### src/rtl/memory_map_responder_pkg.sv
// Package: memory_map_responder_pkg
// Purpose: shared constants, address map and types for the CPU-side memory
//          responder. Also provides the CPU address decoder used by the top.
// Contents:
//   - sizes of work RAM and display banks, physical index layout of nibble_ram
//   - CPU address map constants (work RAM, display banks, factor/mask, I/O window)
//   - init_state_t : post-reset zero-fill FSM states
//   - region_t / decode_t and decode_addr() : CPU address decode result
package memory_map_responder_pkg;

  localparam int RAM_WORDS  = 640;
  localparam int DISP_WORDS = 80;
  localparam int MEM_WORDS  = RAM_WORDS + 2 * DISP_WORDS;  // 800 nibbles
  localparam int IDX_W      = 10;

  // Physical layout inside nibble_ram: work RAM, then bank0, then bank1.
  localparam logic [IDX_W-1:0] DISP0_IDX = IDX_W'(RAM_WORDS);
  localparam logic [IDX_W-1:0] DISP1_IDX = IDX_W'(RAM_WORDS + DISP_WORDS);
  localparam logic [IDX_W-1:0] LAST_IDX  = IDX_W'(MEM_WORDS - 1);

  // Video index limit: 0..79 bank0, 80..159 bank1.
  localparam logic [7:0] VIDEO_LIMIT = 8'(2 * DISP_WORDS);

  // CPU address map.
  localparam logic [11:0] MEM_RAM_END = 12'h27F;
  localparam logic [11:0] DISP0_BASE  = 12'hE00;
  localparam logic [11:0] DISP0_END   = 12'hE4F;
  localparam logic [11:0] DISP1_BASE  = 12'hE80;
  localparam logic [11:0] DISP1_END   = 12'hECF;
  localparam logic [11:0] FACTOR_BASE = 12'hF00;
  localparam logic [11:0] MASK_BASE   = 12'hF10;
  localparam logic [11:0] IO_FWD_BASE = 12'hF04;
  localparam logic [11:0] IO_END      = 12'hF7F;

  typedef enum logic {INIT_CLEAR, INIT_RUN} init_state_t;

  typedef enum logic [2:0] {
    REG_NONE,
    REG_RAM,
    REG_FACTOR,
    REG_MASK,
    REG_IO
  } region_t;

  typedef struct packed {
    region_t          region;
    logic [IDX_W-1:0] ram_idx;   // physical nibble_ram index when region==REG_RAM
    logic [1:0]       reg_sel;   // factor/mask register number
  } decode_t;

  // Factor and mask registers are tested before the I/O window so that
  // 0xF10..0xF13 are never forwarded even though they lie inside it.
  function automatic decode_t decode_addr(input logic [11:0] addr);
    decode_t d;
    d.region  = REG_NONE;
    d.ram_idx = '0;
    d.reg_sel = addr[1:0];
    if (addr <= MEM_RAM_END) begin
      d.region  = REG_RAM;
      d.ram_idx = addr[IDX_W-1:0];
    end else if (addr >= DISP0_BASE && addr <= DISP0_END) begin
      d.region  = REG_RAM;
      d.ram_idx = DISP0_IDX + {3'b000, addr[6:0]};
    end else if (addr >= DISP1_BASE && addr <= DISP1_END) begin
      d.region  = REG_RAM;
      d.ram_idx = DISP1_IDX + {3'b000, addr[6:0]};
    end else if (addr[11:2] == FACTOR_BASE[11:2]) begin
      d.region = REG_FACTOR;
    end else if (addr[11:2] == MASK_BASE[11:2]) begin
      d.region = REG_MASK;
    end else if (addr >= IO_FWD_BASE && addr <= IO_END) begin
      d.region = REG_IO;
    end
    return d;
  endfunction

endpackage

### src/rtl/memory_map_responder_nibble_ram.sv
// Module: memory_map_responder_nibble_ram (the nibble_ram storage)
// Purpose: DEPTH x 4-bit memory with one read/write port (A) and one
//          read-only port (B). Both read ports are registered; port A is
//          read-before-write, and port B sees the old value when A writes
//          the same word on the same edge.
// Ports:
//   clk      in   clock
//   a_we     in   port A write enable
//   a_addr   in   port A index
//   a_wdata  in   port A write data
//   a_rdata  out  port A registered read data
//   b_addr   in   port B index
//   b_rdata  out  port B registered read data
module memory_map_responder_nibble_ram
  import memory_map_responder_pkg::*;
#(
  parameter int DEPTH = MEM_WORDS,
  parameter int AW    = IDX_W
) (
  input  logic          clk,
  input  logic          a_we,
  input  logic [AW-1:0] a_addr,
  input  logic [3:0]    a_wdata,
  output logic [3:0]    a_rdata,
  input  logic [AW-1:0] b_addr,
  output logic [3:0]    b_rdata
);

  logic [3:0] mem [DEPTH];

  always_ff @(posedge clk) begin
    if (a_we) begin
      mem[a_addr] <= a_wdata;
    end
    a_rdata <= mem[a_addr];
  end

  always_ff @(posedge clk) begin
    b_rdata <= mem[b_addr];
  end

endmodule

### src/rtl/memory_map_responder.sv
// Module: memory_map_responder
// Purpose: memory-side responder for the CPU data bus. Decodes the 12-bit
//          nibble address space into work RAM, two display banks, interrupt
//          factor/mask registers and a forwarded I/O window. Provides a
//          read-only video port into display RAM and zero-fills all RAM after
//          reset while init_busy is high.
// Ports:
//   clk, reset_n                  clock, asynchronous active-low reset
//   memory_write_en/addr/wdata    CPU write strobe, nibble address, data
//   memory_read_data              registered CPU read data (1-cycle latency)
//   init_busy                     high during the post-reset zero-fill
//   video_addr / video_data       display index 0..159 / registered nibble
//   int_set                       per-bit factor set pulses, 4 groups of 4
//   interrupt_pending             per group (factor & mask) != 0
//   io_write_en/addr/write_data   forwarded write for the I/O window
//   io_read_data                  peripheral read data for the I/O window
module memory_map_responder
  import memory_map_responder_pkg::*;
(
  input  logic        clk,
  input  logic        reset_n,
  input  logic        memory_write_en,
  input  logic [11:0] memory_addr,
  input  logic [3:0]  memory_write_data,
  output logic [3:0]  memory_read_data,
  output logic        init_busy,
  input  logic [7:0]  video_addr,
  output logic [3:0]  video_data,
  input  logic [15:0] int_set,
  output logic [3:0]  interrupt_pending,
  output logic        io_write_en,
  output logic [6:0]  io_addr,
  output logic [3:0]  io_write_data,
  input  logic [3:0]  io_read_data
);

  init_state_t      state_reg;
  logic [IDX_W-1:0] fill_idx_reg;
  logic             init_busy_reg;
  decode_t          dec;
  logic             run;

  assign dec       = decode_addr(memory_addr);
  assign run       = (state_reg == INIT_RUN);
  assign init_busy = init_busy_reg;

  // Zero-fill FSM: one word per clock, RUN is terminal until reset.
  always_ff @(posedge clk or negedge reset_n) begin
    if (!reset_n) begin
      state_reg     <= INIT_CLEAR;
      fill_idx_reg  <= '0;
      init_busy_reg <= 1'b1;
    end else begin
      case (state_reg)
        INIT_CLEAR: begin
          if (fill_idx_reg == LAST_IDX) begin
            state_reg     <= INIT_RUN;
            init_busy_reg <= 1'b0;
          end else begin
            fill_idx_reg <= fill_idx_reg + 1'b1;
          end
        end
        default: begin
          state_reg <= INIT_RUN;
        end
      endcase
    end
  end

  // Port A belongs to the fill engine during CLEAR, so CPU writes are dropped.
  logic             ram_a_we;
  logic [IDX_W-1:0] ram_a_addr;
  logic [3:0]       ram_a_wdata;
  logic [3:0]       ram_a_rdata;
  logic [IDX_W-1:0] ram_b_addr;
  logic [3:0]       ram_b_rdata;
  logic             video_in_range;

  always_comb begin
    ram_a_we    = 1'b0;
    ram_a_addr  = dec.ram_idx;
    ram_a_wdata = memory_write_data;
    if (!run) begin
      ram_a_we    = 1'b1;
      ram_a_addr  = fill_idx_reg;
      ram_a_wdata = 4'h0;
    end else if (dec.region == REG_RAM) begin
      ram_a_we = memory_write_en;
    end
  end

  // Display banks are contiguous in nibble_ram, so the video index maps
  // directly onto DISP0_IDX + video_addr. Out-of-range indices park on a
  // valid word and are masked at the output.
  assign video_in_range = (video_addr < VIDEO_LIMIT);
  assign ram_b_addr     = video_in_range ? (DISP0_IDX + {2'b00, video_addr}) : DISP0_IDX;

  memory_map_responder_nibble_ram #(
    .DEPTH(MEM_WORDS),
    .AW   (IDX_W)
  ) u_nibble_ram (
    .clk    (clk),
    .a_we   (ram_a_we),
    .a_addr (ram_a_addr),
    .a_wdata(ram_a_wdata),
    .a_rdata(ram_a_rdata),
    .b_addr (ram_b_addr),
    .b_rdata(ram_b_rdata)
  );

  // Interrupt factor and mask registers, one group per generate iteration.
  logic [15:0] factor_flat;
  logic [15:0] mask_flat;

  for (genvar gi = 0; gi < 4; gi++) begin : g_int
    logic [3:0] factor_reg;
    logic [3:0] mask_reg;
    logic       factor_clr;
    logic       mask_wr;

    // Any RUN-state cycle addressing the factor register is a read of it,
    // so it clears; set pulses on the same edge still win.
    assign factor_clr = run && (dec.region == REG_FACTOR) && (dec.reg_sel == 2'(gi));
    assign mask_wr    = run && memory_write_en && (dec.region == REG_MASK) &&
                        (dec.reg_sel == 2'(gi));

    always_ff @(posedge clk or negedge reset_n) begin
      if (!reset_n) begin
        factor_reg <= 4'h0;
        mask_reg   <= 4'h0;
      end else begin
        factor_reg <= (factor_clr ? 4'h0 : factor_reg) | int_set[gi*4 +: 4];
        if (mask_wr) begin
          mask_reg <= memory_write_data;
        end
      end
    end

    assign factor_flat[gi*4 +: 4] = factor_reg;
    assign mask_flat[gi*4 +: 4]   = mask_reg;
    assign interrupt_pending[gi]  = |(factor_reg & mask_reg);
  end

  // Read path: RAM data comes from nibble_ram's own output register, all
  // other sources are captured here; a registered select picks between them.
  logic [3:0] reg_rdata_next;
  logic [3:0] reg_rdata_reg;
  logic       ram_sel_reg;
  logic       video_sel_reg;

  always_comb begin
    reg_rdata_next = 4'h0;
    case (dec.region)
      REG_FACTOR: reg_rdata_next = factor_flat[{dec.reg_sel, 2'b00} +: 4];
      REG_MASK:   reg_rdata_next = mask_flat[{dec.reg_sel, 2'b00} +: 4];
      REG_IO:     reg_rdata_next = io_read_data;
      default:    reg_rdata_next = 4'h0;
    endcase
  end

  always_ff @(posedge clk or negedge reset_n) begin
    if (!reset_n) begin
      reg_rdata_reg <= 4'h0;
      ram_sel_reg   <= 1'b0;
      video_sel_reg <= 1'b0;
    end else begin
      reg_rdata_reg <= run ? reg_rdata_next : 4'h0;
      ram_sel_reg   <= run && (dec.region == REG_RAM);
      video_sel_reg <= run && video_in_range;
    end
  end

  assign memory_read_data = ram_sel_reg ? ram_a_rdata : reg_rdata_reg;
  assign video_data       = video_sel_reg ? ram_b_rdata : 4'h0;

  // Forwarded I/O window.
  assign io_write_en   = run && memory_write_en && (dec.region == REG_IO);
  assign io_addr       = memory_addr[6:0];
  assign io_write_data = memory_write_data;

endmodule

### config.mk
export PLATFORM = sky130hd
export DESIGN_NAME = memory_map_responder
export DESIGN_NICKNAME = d
export VERILOG_FILES = /design/src/rtl/memory_map_responder_pkg.sv /design/src/rtl/memory_map_responder_nibble_ram.sv /design/src/rtl/memory_map_responder.sv
export SDC_FILE = /design/constraint.sdc
export NUM_CORES = 2
export LEC_CHECK = 0
export ABC_AREA = 0
export CORE_AREA = 2 2 570 572
export CTS_CLUSTER_DIAMETER = 40
export DETAILED_ROUTE_END_ITERATION = 10
export DIE_AREA = 0 0 572 574
export SLEW_MARGIN = 20
export SYNTH_ARGS = -nofsm -noshare
export SYNTH_HDL_FRONTEND = slang
export SYNTH_SLANG_ARGS = --single-unit
export TNS_END_PERCENT = 1
### constraint.sdc
create_clock -name clk -period 15.95 [get_ports clk]
set_clock_uncertainty 0.2 [all_clocks]
set_input_delay 3.19 -clock clk [delete_from_list [all_inputs] [get_ports clk]]
set_output_delay 3.19 -clock clk [all_outputs]
set_load 0.01 [all_outputs]
; ---- Word-level counts from Yosys, hierarchy flattened
; Memories as Yosys holds them, arrays and structs flattened. A register that Yosys moved wholly into a read port is not among the register bits.
; Index checks and enable logic that the tools add are counted.
[classes]
add_sub_neg = 4
n_lt_le_gt_ge = 8
eq_ne = 10
n_shift = 2
muxes = 24
n_bitwise = 10
n_reduce_logical = 24
[op_table]
columns = op, n
row1 = 12-bit >= comparator (second input constant), 3
row2 = 12-bit <= comparator (second input constant), 3
row3 = 4-bit two-way mux, 8
row4 = 16-bit by 5-bit variable part select with 4-bit output, 2
row5 = 10-bit == test (second input constant), 3
row6 = 10-bit two-way mux, 3
row7 = 13-bit two-way mux, 2
row8 = 10-bit by 7-bit adder with 10-bit output (first input constant), 2
row9 = 1-bit logical AND, 17
row10 = 4-bit AND, 4
row11 = 4-bit OR, 4
row12 = 4-bit OR reduction, 4
row13 = 12-bit by 10-bit <= comparator with 1-bit output (second input constant), 1
row14 = 3-bit two-way mux, 4
row15 = 4-bit case mux with 3 select lines, 1
row16 = 10-bit by 1-bit adder with 10-bit output (second input constant), 1
row17 = 10-bit by 8-bit adder with 10-bit output (first input constant), 1
row18 = 8-bit less-than comparator (second input constant), 1
row19 = 3-bit by 2-bit == test with 1-bit output (second input constant), 2
row20 = 1-bit two-way mux, 6
row21 = 2-bit == test (second input constant), 2
row22 = 2-bit AND reduction, 2
row23 = 3-bit by 1-bit == test with 1-bit output (second input constant), 1
row24 = 3-bit == test (second input constant), 1
row25 = 3 further kinds, 4
[totals]
regBits = 50
ramBits = 3200
out_inout_bits = 25
memories = 1
[mem_list]
columns = memory, words, width, read_ports, rd_ports_with_merged_regs, wr, line_no
row1 = u_nibble_ram.mem, 800, 4, 2, 2, 1, memory_map_responder_nibble_ram.sv:29  ; logic [3:0] mem [DEPTH];

; ---- Depth between registers and ports, before layout
[depth]
depth_word = 13
ltp_mapped = 18
ltp_nobuf = 13

; ---- Modules after synthesis
; A second synthesis with hierarchy kept.
[unflattened]
hier_cells = 8585
hier_area_um2 = 154114.1
[modules_own_cells]
columns = module, n_inst, cells_each, area_per_inst_um2, seq_area_each_um2
row1 = memory_map_responder_nibble_ram, 1, 8306, 151126.2, 96252.3
row2 = memory_map_responder, 1, 279, 2987.9, 1252.5

; ---- Worst setup path after synthesis
; Ideal clock, no wire load.
[synth_timing]
kind = input-to-reg
startpoint = input memory_write_data[0]
endpoint = memory u_nibble_ram.mem[0][0], data pin
setup_time_ns = 2.282
arrival_ns = 13.089
slack_ns = 0.379
path_stages = 1
n_path_buf = 0
cell_sequence = and2_1
[synth_between]
elab_chain_len = 1
[synth_rtl]
columns = element, line_no
row1 = "start, declared", memory_map_responder.sv:24  ; input logic [3:0] memory_write_data,
row2 = 4-bit two-way mux, memory_map_responder.sv:83  ; if (!run) begin
row3 = "end, declared", memory_map_responder_nibble_ram.sv:29
; No other way between the ends.

; ---- Worst setup path in the final report
[layout_timing]
startpoint = input memory_addr[4]
endpoint = register u_nibble_ram.a_rdata[3], read port of u_nibble_ram.mem
[layout_between]
elab_chain_len = 6
word_cells_on_any_way = 13
cone_classes = add/sub: 2 / order compare: 5 / mux: 4 / reduce/logical: 2
[layout_rtl]
columns = element, line_no
row1 = "start, declared", memory_map_responder.sv:23  ; input logic [11:0] memory_addr,
row2 = 12-bit >= comparator or 12-bit <= comparator (tied branches), memory_map_responder_pkg.sv:64  ; end else if (addr >= DISP1_BASE && addr <= DISP1_END) begin
row3 = 1-bit logical AND, memory_map_responder_pkg.sv:64
row4 = 10-bit two-way mux, memory_map_responder_pkg.sv:64
row5 = 13-bit two-way mux, memory_map_responder_pkg.sv:61  ; end else if (addr >= DISP0_BASE && addr <= DISP0_END) begin
row6 = 13-bit two-way mux (*), memory_map_responder_pkg.sv:58  ; if (addr <= MEM_RAM_END) begin
row7 = 10-bit two-way mux (*), memory_map_responder.sv:83
row8 = "end, declared", memory_map_responder_nibble_ram.sv:24  ; output logic [3:0] a_rdata,
; Mark *: on every way between the ends. The rest lies on a longest branch, timed or not.
; A chain may end at the register's enable or synchronous reset.

==> summary.log <==
[timing] unrepaired setup endpoints after global routing no
[timing] final hold violation count 0
[worst_setup_path] arrival time worst endpoint 10.17 ns
[synthesis] share of synthesized registers carrying an async set or reset 1.53%
[die] floorplan die area 0.328 mm^2
[synthesis] most common flop cell mapped by yosys sky130_fd_sc_hd__edfxtp_1
[clock_network] root buffer cell sky130_fd_sc_hd__clkbuf_16
[final_layout] fin cells 15700
[synthesis] Yosys Warn Count 0
[run_status] result of the run finished clean
[clock_network] clock slew at the register clock pins of the worst setup and hold paths 0.05 ns
[worst_setup_path] worst setup slack for register-to-register paths 9.58 ns
[drt] first-iteration detailed-routing DRC count 14700
[clock_network] hold-fix buffers at CTS 0
[drt] number of antenna-violating nets in the routed design 0
[hold_path] Hold Path Cell Cnt 1
[synthesis] number of synthesized flops with an enable pin 3200
[power] P per Cell Area 124 mW/mm^2
[global_route] wire length of the first global-routing pass 655000 um
[worst_setup_path] worst path required time 16.56 ns
[die] chip height 574 um
[timing] minimum clock period after layout 9.56 ns
[clock_network] clock network latency to the later pin of the worst-skew pair 0.94 ns
[drt] DRC errors left 0
[flow_run] max-capacitance violation count 0
[die] initial cell density of the core 42.7%
[die] Core Box Area 0.323 mm^2
[drt] drt wl/cell 29.1 um
[worst_setup_path] largest driver fanout on the critical path 96
[clock_network] clk sink count 3258
[place] dpl cells 14900
[synthesis] proportion of synthesized chip area in sequential cells 70.8%
[drt] routed wire length 458000 um
[timing] Setup violations, final 0
[hold_path] startpoint of the lowest-slack hold path init_busy
[timing] achievable clock frequency 105 MHz
[timing] aggregate negative setup slack 0 ns
[worst_setup_path] crit path max-delay cell type sky130_fd_sc_hd__nor4_1
[clock_network] number of buffers inserted during clock tree synthesis 449
[clock_network] post-CTS setup buffers 0
[drt] Pre-antenna DRT Iters 9
[clock_network] CTS H-Tree Depth 5
[worst_setup_path] critical path start-end classification in -> reg
[final_layout] area growth from synthesis to final layout 14.6%
[clock_network] clock tree from TritonCTS yes
[place] gp weighted congestion 0.882
[worst_setup_path] critical path, cell by cell clkdlybuf4s50_1 > inv_1 > ha_1 > nand2b_4 > a32oi_4 > o21a_4 > buf_12 > buf_4 > and3_1 > a31oi_1 > a32oi_1 > a41oi_1 > nor4_1 > o2111ai_1 > or4_1
[final_layout] layout cell share with drive strength beyond 1 10.7%
[final_layout] Final #Nets 11000
[hold_path] hold endpoint init_busy
[clock_network] maximum root-to-sink buffer count 4
[die] number of rows created at floorplan 209
[synthesis] per-instance average area after synthesis 12.4 um^2
[worst_setup_path] Register-to-Register Path Depth 13
[synthesis] cell area after synthesis 0.138 mm^2
[worst_setup_path] RR Startpoint run
[timing] actual slew at the worst max-slew pin 1.24 ns
[worst_setup_path] Worst Setup End Kind register
[global_route] number of antenna violations at the first check in global routing 28
[timing] max-slew violation total from the final report 0
[die] IO Count 72
[synthesis] cell count after synthesis 11100
[worst_setup_path] slowest cell delay on critical path 0.96 ns
[final_layout] flip-flop count of the largest register after layout 3200
[power] Leakage 48.2 nW
[drt] average via count per standard cell 6.14
[synthesis] total nets after synthesis 11200
[hold_path] class of the tightest hold or removal check reg -> reg
[worst_setup_path] worst reg2reg path endpoint u_nibble_ram.a_rdata[3]
[global_route] overall global routing resource usage 27.2%
[timing] Final Cycle Share 59.9%
[power] Max rail drop VDD 0.0910 mV
[synthesis] number of different library cells in the post-synthesis netlist 90
[drt] total via count after detailed routing 96500
[timing] Slew HR 16.8%
[worst_setup_path] kind of launch point of the worst setup path input port
[worst_setup_path] Setup crit start memory_addr[4]
[clock_network] total of cells resized after clock tree synthesis 0
[place] HPWL reported at the end of detailed placement 255000 um
[place] number of buffer cells added on primary ports 71
[global_route] pin count of the biggest net entering global routing 206
[die] Die Span X 572 um
[global_route] remaining global-route overflow 0
[synthesis] FF+latch count, synth 3258
[global_route] vias in the first global route 92100
placed cells by master (no fill, tap or decap), drive strengths merged, types with 46 or more instances in the layout:
master	instances
a31oi	152
o211ai	71
nand3	1320
buf	210
clkinv	161
o22ai	77
inv	80
clkinvlp	56
bufinv	50
or3	51
a21oi	348
nor2	856
nand2	2856
nand4	64
dfrtp	49
a22oi	103
and3	146
clkbuf	504
edfxtp	3200
clkdlybuf4s50	68
mux4	117
a311oi	70
mux2i	177
a32oi	100
o21ai	106
mux2	46
worst max-delay path by stage:
stage	end	depth (start not counted)
6_report	u_nibble_ram.a_rdata[3]	15
5_1_grt	u_nibble_ram.a_rdata[3]	15
4_1_cts	u_nibble_ram.a_rdata[3]	15
3_5_place_dp	u_nibble_ram.a_rdata[3]	15
3_3_place_gp	u_nibble_ram.a_rdata[3]	15
2_1_floorplan	u_nibble_ram.mem[0][0]	1
cell type report:
cell class	count	area (um^2)
Clock inverter	333	3610
Timing Repair Buffer	278	2680
Multi-Input combinational cell	6986	36900
Inverter	14	53.8
Clock buffer	504	11700
Fill cell	27900	165000
Sequential cell	3258	97500
Antenna cell	18	45.0
Tap cell	4325	5410
power breakdown:
group	switching [mW]	leakage (nW)	internal (mW)
sequential	0.000253	22.8	9.26
clock	3.97	7.35	6.15
combinational	0.111	18.1	0.0532
total	4.08	48.2	15.5
synthesized netlist by cell type (7+ instances only):
cell	count	area [um^2]
sky130_fd_sc_hd__edfxtp_1	3200	96100
sky130_fd_sc_hd__and2_1	12	75.1
sky130_fd_sc_hd__dfxtp_1	8	160
sky130_fd_sc_hd__nor4_1	7	43.8
sky130_fd_sc_hd__mux2i_1	177	1770
sky130_fd_sc_hd__nand3_1	1320	6610
sky130_fd_sc_hd__a311oi_1	69	604
sky130_fd_sc_hd__nor2_1	848	3180
sky130_fd_sc_hd__a21oi_1	348	1740
sky130_fd_sc_hd__nand2b_1	7	43.8
sky130_fd_sc_hd__o211ai_1	71	533
sky130_fd_sc_hd__clkbuf_1	339	1270
sky130_fd_sc_hd__nand4_1	64	400
sky130_fd_sc_hd__a41oi_1	9	78.8
sky130_fd_sc_hd__a22oi_1	103	773
sky130_fd_sc_hd__nand2_1	2855	10700
sky130_fd_sc_hd__inv_1	14	52.6
sky130_fd_sc_hd__mux2_2	46	518
sky130_fd_sc_hd__nor3_1	17	85.1
sky130_fd_sc_hd__and3_1	145	907
sky130_fd_sc_hd__and4_1	13	114
sky130_fd_sc_hd__buf_1	163	612
sky130_fd_sc_hd__or3_1	51	319
sky130_fd_sc_hd__a211oi_1	43	323
sky130_fd_sc_hd__buf_2	323	1620
sky130_fd_sc_hd__a32oi_1	99	867
sky130_fd_sc_hd__a31oi_1	150	938
sky130_fd_sc_hd__a21o_1	21	158
sky130_fd_sc_hd__a22o_1	20	175
sky130_fd_sc_hd__o21ai_0	98	490
sky130_fd_sc_hd__a32o_1	26	260
sky130_fd_sc_hd__o2111ai_1	21	184
sky130_fd_sc_hd__o22ai_1	77	482
sky130_fd_sc_hd__buf_4	32	240
sky130_fd_sc_hd__a221oi_1	38	333
sky130_fd_sc_hd__dfrtp_1	49	1230
sky130_fd_sc_hd__mux4_2	117	2640
sky130_fd_sc_hd__o21a_1	7	52.6
worst max-delay path: cells and delay by family:
family	cells	cell delay, ns
buf+inv	4	2.05
compound gates	6	2.30
fa+ha+maj	1	0.32
simple gates	4	2.05
kinds of logic (layout without fill, tap and decap cells):
logic type	count (synthesis)	in the layout	synth area share, %
DFF	3258	3258	70.8
xor gates and xnor gates	9	9	0.0572
other	0	18	0
adders and majority gates	5	5	0.0454
AOI/OAI and AO/OA	1255	1255	6.21
muxes	340	340	3.57
and+or+nand+nor	5377	5377	16.6
buffers and inverters	877	1129	2.80
per-layer routing:
metal / up-vias / GRT usage, % / wire length (um)
li1: 40800 / - / -
met1: 48200 / 37.1 / 176000
met2: 6302 / 41.5 / 208000
met3: 1163 / 5.81 / 50300
met4: 12 / 12.8 / 23600
met5: - / 0 / 84
metrics by stage:
stage	power (mW)	worst slack, ns	util [%]	cell area, um^2	hold slack, ns
after floorplan	9.53	0.379	-	138000	0.263
after global placement	9.60	5.77	44.2	143000	0.275
after detailed placement	9.60	5.81	44.2	143000	0.292
after CTS	19.6	6.79	48.9	158000	0.300
after global routing	19.9	6.45	48.9	158000	0.318
final	19.5	6.39	48.9	158000	0.292
Power figures use the tool's default switching activity.
